--- config.mk ---
export PLATFORM = sky130hd
export DESIGN_NAME = mem_port_arbiter
export DESIGN_NICKNAME = d
export VERILOG_FILES = /design/src/rtl/mem_port_arbiter_pkg.sv /design/src/rtl/mem_port_arbiter_rr_arb2.sv /design/src/rtl/mem_port_arbiter.sv
export SDC_FILE = /design/constraint.sdc
export NUM_CORES = 1
export LEC_CHECK = 0
export CAP_MARGIN = 10
export CELL_PAD_IN_SITES_DETAIL_PLACEMENT = 1
export CELL_PAD_IN_SITES_GLOBAL_PLACEMENT = 1
export CORE_AREA = 2 2 147 77
export CTS_CLUSTER_SIZE = 20
export DETAILED_ROUTE_END_ITERATION = 10
export DIE_AREA = 0 0 149 79
export GPL_TIMING_DRIVEN = 0
export PLACE_DENSITY = 0.88
export SKIP_LAST_GASP = 1
export SLEW_MARGIN = 20
export SYNTH_ARGS = -nofsm -noshare
export SYNTH_HDL_FRONTEND = slang
export SYNTH_HIERARCHICAL = 1
export SYNTH_SLANG_ARGS = --single-unit
export TNS_END_PERCENT = 30
--- constraint.sdc ---
create_clock -name clk -period 3.1 [get_ports clk]
set_clock_uncertainty 0.15 [all_clocks]
set_input_delay 0.31 -clock clk [delete_from_list [all_inputs] [get_ports clk]]
set_output_delay 0.31 -clock clk [all_outputs]
set_load 0.01 [all_outputs]
--- src/rtl/mem_port_arbiter_pkg.sv ---
// Shared types and constants for the memory port arbiter: FSM states,
// grant identities and the control register address.
package mem_arb_pkg;

  localparam int DATA_W_DEF = 32;
  localparam int ADDR_W_DEF = 7;
  localparam int DEPTH_DEF  = 64;

  localparam logic [6:0] CTRL_ADDR = 7'h7F;

  typedef enum logic [1:0] {
    IDLE     = 2'd0,
    APB_RD   = 2'd1,
    APB_RESP = 2'd2
  } state_t;

  typedef enum logic {
    STRM = 1'b0,
    APB  = 1'b1
  } grant_t;

endpackage

--- src/rtl/mem_port_arbiter_rr_arb2.sv ---
// Two-requester round-robin arbiter: on a conflict the loser of the previous
// conflict wins; the last-grant register moves only when both request.
module rr_arb2
  import mem_arb_pkg::*;
(
  input  logic clk,
  input  logic res,
  input  logic req_strm,
  input  logic req_apb,
  output logic gnt_strm,
  output logic gnt_apb
);

  grant_t last_reg;

  always_comb begin
    gnt_strm = req_strm && (!req_apb || (last_reg == APB));
    gnt_apb  = req_apb && (!req_strm || (last_reg == STRM));
  end

  always_ff @(posedge clk or negedge res) begin
    if (!res) begin
      last_reg <= STRM;
    end else if (req_strm && req_apb) begin
      last_reg <= gnt_apb ? APB : STRM;
    end
  end

endmodule

--- src/rtl/mem_port_arbiter.sv ---
// Shares one single-port memory between a sequential stream writer and an
// APB slave; owns the stream write pointer, the full flag and a CTRL register.
module mem_port_arbiter
  import mem_arb_pkg::*;
#(
  parameter int DATA_W = DATA_W_DEF,
  parameter int ADDR_W = ADDR_W_DEF,
  parameter int DEPTH  = DEPTH_DEF
) (
  input  logic              clk,
  input  logic              res,
  input  logic              strm_valid,
  input  logic [DATA_W-1:0] strm_data,
  output logic              strm_ready,
  input  logic              psel,
  input  logic              penable,
  input  logic              pwrite,
  input  logic [ADDR_W-1:0] paddr,
  input  logic [DATA_W-1:0] pwdata,
  output logic [DATA_W-1:0] prdata,
  output logic              pready,
  output logic              pslverr,
  output logic              mem_en,
  output logic              mem_we,
  output logic [ADDR_W-1:0] mem_addr,
  output logic [DATA_W-1:0] mem_wdata,
  input  logic [DATA_W-1:0] mem_rdata,
  output logic              mem_full,
  output logic [ADDR_W-1:0] wr_ptr
);

  localparam logic [ADDR_W-1:0] CTRL_A    = ADDR_W'(CTRL_ADDR);
  localparam logic [ADDR_W-1:0] DEPTH_A   = ADDR_W'(DEPTH);
  localparam logic [ADDR_W-1:0] LAST_ADDR = ADDR_W'(DEPTH - 1);

  state_t            state_reg;
  logic [ADDR_W-1:0] wr_ptr_reg;
  logic              mem_full_reg;
  logic [DATA_W-1:0] prdata_reg;
  logic              pready_reg;
  logic              pslverr_reg;

  logic apb_req, addr_is_mem, addr_is_ctrl, apb_mem_req, apb_ctrl_req;
  logic strm_req, gnt_strm, gnt_apb, strm_grant, apb_mem_grant;

  always_comb begin
    apb_req      = psel && penable && (state_reg == IDLE);
    addr_is_mem  = (paddr < DEPTH_A);
    addr_is_ctrl = (paddr == CTRL_A);
    apb_mem_req  = apb_req && addr_is_mem;
    apb_ctrl_req = apb_req && addr_is_ctrl;
    // A CTRL access holds the stream off so a clear never meets an increment.
    strm_req     = strm_valid && !mem_full_reg && !apb_ctrl_req;
  end

  rr_arb2 u_rr_arb2 (
    .clk      (clk),
    .res      (res),
    .req_strm (strm_req),
    .req_apb  (apb_mem_req),
    .gnt_strm (gnt_strm),
    .gnt_apb  (gnt_apb)
  );

  always_comb begin
    strm_grant    = gnt_strm && res;
    apb_mem_grant = gnt_apb && res;
    strm_ready    = strm_grant;
    mem_en        = strm_grant || apb_mem_grant;
    mem_we        = strm_grant || (apb_mem_grant && pwrite);
    mem_addr      = '0;
    mem_wdata     = '0;
    if (strm_grant) begin
      mem_addr  = wr_ptr_reg;
      mem_wdata = strm_data;
    end else if (apb_mem_grant) begin
      mem_addr  = paddr;
      mem_wdata = pwdata;
    end
  end

  always_ff @(posedge clk or negedge res) begin
    if (!res) begin
      state_reg    <= IDLE;
      wr_ptr_reg   <= '0;
      mem_full_reg <= 1'b0;
      prdata_reg   <= '0;
      pready_reg   <= 1'b0;
      pslverr_reg  <= 1'b0;
    end else begin
      pready_reg <= 1'b0;
      if (strm_grant) begin
        wr_ptr_reg <= wr_ptr_reg + 1'b1;
        if (wr_ptr_reg == LAST_ADDR) mem_full_reg <= 1'b1;
      end
      unique case (state_reg)
        IDLE: begin
          if (apb_mem_grant) begin
            state_reg   <= pwrite ? APB_RESP : APB_RD;
            pready_reg  <= pwrite;
            pslverr_reg <= 1'b0;
          end else if (apb_ctrl_req) begin
            if (pwrite) begin
              if (pwdata[0]) begin
                wr_ptr_reg   <= '0;
                mem_full_reg <= 1'b0;
              end
            end else begin
              prdata_reg <= DATA_W'({mem_full_reg, wr_ptr_reg});
            end
            state_reg   <= APB_RESP;
            pready_reg  <= 1'b1;
            pslverr_reg <= 1'b0;
          end else if (apb_req && !addr_is_mem) begin
            state_reg   <= APB_RESP;
            pready_reg  <= 1'b1;
            pslverr_reg <= 1'b1;
          end
        end
        APB_RD: begin
          prdata_reg <= mem_rdata;
          pready_reg <= 1'b1;
          state_reg  <= APB_RESP;
        end
        APB_RESP: begin
          pslverr_reg <= 1'b0;
          state_reg   <= IDLE;
        end
        default: state_reg <= IDLE;
      endcase
    end
  end

  assign prdata   = prdata_reg;
  assign pready   = pready_reg;
  assign pslverr  = pslverr_reg;
  assign mem_full = mem_full_reg;
  assign wr_ptr   = wr_ptr_reg;

endmodule

==> run metrics <==
Max Freq 0.305 GHz; count of pins over their slew limit 0; EDFF count, synth 0; CTS max path bufs 2; CTS tree done; # rows 27; total CTS buffers 5; period utilization 1.06; Worst path depth 11; Post-synth top cells 62 x a22o_1, 45 x dfrtp_1, 17 x nand2_1; Area Growth Syn to Fin 109%; yosys warns 6; routed vias 2613; Root Buffer clkbuf_16; final setup violation count 22; DRC 0; Reg clk slew, reported paths 60 ps; Final Hold Viols 0; Crit Path Max Fanout 10; max reg flops 32; Core ar. 0.0106 mm²; critical path's top delay family buffers and inverters; Startpoint Class input pin; top_reg_cell synth dfrtp_1; HP Class in -> async; Die W 149 µm; Tmin final 3270 ps; largest net degree at the start of global routing 27; largest area contributor in the netlist dfrtp_1; Worst IR Drop VDD 0.209 mV; Least-Margin Pin Slew 897 ps; Crit path top cell by count clkdlybuf4s50_1; layout cell share with drive strength beyond 1 0.109; sequential share of the synthesized area 0.496; worst-skew pair later-pin latency 280 ps; Synth area leaders dfrtp_1 50%, a22o_1 24%, nand2_1 2.8%; num ports 193; outcome finished, violations left; first-pass GRT wire length 16800 µm; RSZ-0062 raised after global routing true; Antenna Cells 0; Distinct cells, synth 36; Avg Inst Size Synth 11.2 µm²; Port Buffers 192; arrival time worst endpoint 2810 ps; drt total wl 10900 µm; total grt overflow 0; Rel. slew slack 0.400; vias in the first global route 2875; Cell Pwr Density 508 mW/mm²; Slowest-stage cell, CP clkdlybuf4s50_1; Final Instance Area 0.00474 mm²; failing checks negative setup slack; syn nets 313; Post-Syn Instances 203; post-synth top area share 0.496; crit path setup slack, layout -174 ps; Area after DPL 0.00439 mm²; clock sink count 45; Antenna Nets Post-Route 0; Worst Path Required 2640 ps; crit path capture type output pin; Pwr Total 0.00241 W; Setup Slack @ Placement -1280 ps; Global Route Usage Sum 0.186; Die Span Y 79 µm; drt first pass iters 4; flops & latches, synth 45; worst r2r path cells 9; Max Cap Viol 0; most common cell in the netlist a22o_1; Die Area 0.0118 mm²; fin nets 522; H-tree level count 2; worst path cell trace clkdlybuf4s50_1, nand2_2, nor3_4, a311oi_4, a21boi_4, nand2_4, nor2_4, clkbuf_8, buf_6, a22o_1, clkdlybuf4s50_1; Placer Congestion 0.860; kind of critical path in -> out; drt via density 4.69; initial antenna violation count 0; Worst Path Buf+Inv 4; Routed WL per cell 19.5 µm; Synth async-reset ratio 1.00; synthesized area 0.00227 mm²; Leak 2.11 nW; max incr delay on CP 540 ps; Initial Util 0.214; Post-DP HPWL 8730 µm; Initial DRC Count 119
[stage by stage]
stage / hold slack, ps / cells / util / setup TNS [ps]
after global placement: 323 / 540 / 0.412 / -113400
after floorplan: -136 / 203 / - / 0
after CTS: 10.1 / 555 / 0.444 / -2490
after global routing: 31.8 / 557 / 0.447 / -4780
final: 23.9 / 557 / 0.447 / -2140
after detailed placement: 182 / 541 / 0.414 / -41870
[cells in the final DEF, fill, tap and decap left out, drive strengths merged, types with 2 or more instances in the layout]
master and n:
nor2 10, dfrtp 45, nand3 4, a31oi 2, nor4 2, mux2 4, o21ai 2, dlymetal6s2s 6
and2 6, inv 3, xor2 2, a221o 6, nor3 5, nand2 17, clkdlybuf4s50 174, dlygate4sd2 11
a21boi 2, xnor2 5, buf 16, a22o 62, clkbuf 16
[where the power goes]
| part | leakage [nW] | internal, W | total [W] | switching (W) |
|---|---|---|---|---|
| Clock | 0.0700 | 0.000317 | 0.000532 | 0.000215 |
| Combinational | 1.45 | 0.000612 | 0.000973 | 0.000361 |
| Sequential | 0.587 | 0.000754 | 0.000906 | 0.000152 |
| Total | 2.11 | 0.00168 | 0.00241 | 0.000729 |
[final cells by class]
cell class,count,area (µm²)
Fill cell,1179,5860
Timing Repair Buffer,202,2010
Multi-Input combinational cell,139,1150
Sequential cell,45,1130
Tap cell,145,181
Clock buffer,7,143
Buffer,15,118
Inverter,4,20.0
[logic make-up after synthesis]
logic type | Yosys count | share of synthesized area
multiplexers | 4 | 0.0198
buffers and inverters | 19 | 0.0352
flip-flops | 45 | 0.496
XOR/XNOR | 7 | 0.0270
adder cells (fa/ha/maj) | 1 | 0.00551
AND/OR/NAND/NOR | 48 | 0.111
AO/OA/AOI/OAI | 79 | 0.306
[routing by layer]
layer / GRT usage / share of wire / vias to the layer above
met1: 0.259 / 0.47 / 1345
met2: 0.308 / 0.47 / 62
met3: 0.0385 / 0.045 / 6
met4: 0.0257 / 0.0057 / 0
met5: 0 / 0 / -
li1: - / - / 1200
[what timing repair did]
action / CTS / global route
hold buffers: 1 / 0
endpoints found under the hold margin: 19 / 0
setup endpoints to repair: 42 / 38
pin swaps: 4 / 3
setup buffers: 6 / 2
gates resized for setup: 51 / 8
[final timing paths]
path | start | endpoint | slack (ps)
setup / recovery | paddr[4] | mem_addr[1] | -170
hold / removal | res | prdata[15] | 20
setup reg to reg | state_reg[1] | prdata[3] | 460
hold reg to reg | prdata[7] | prdata[7] | 360
max in group asynchronous | res | prdata[2] | 1470
min in group clk | res | state_reg[0] | 320
(Power assumes the default switching activity.)
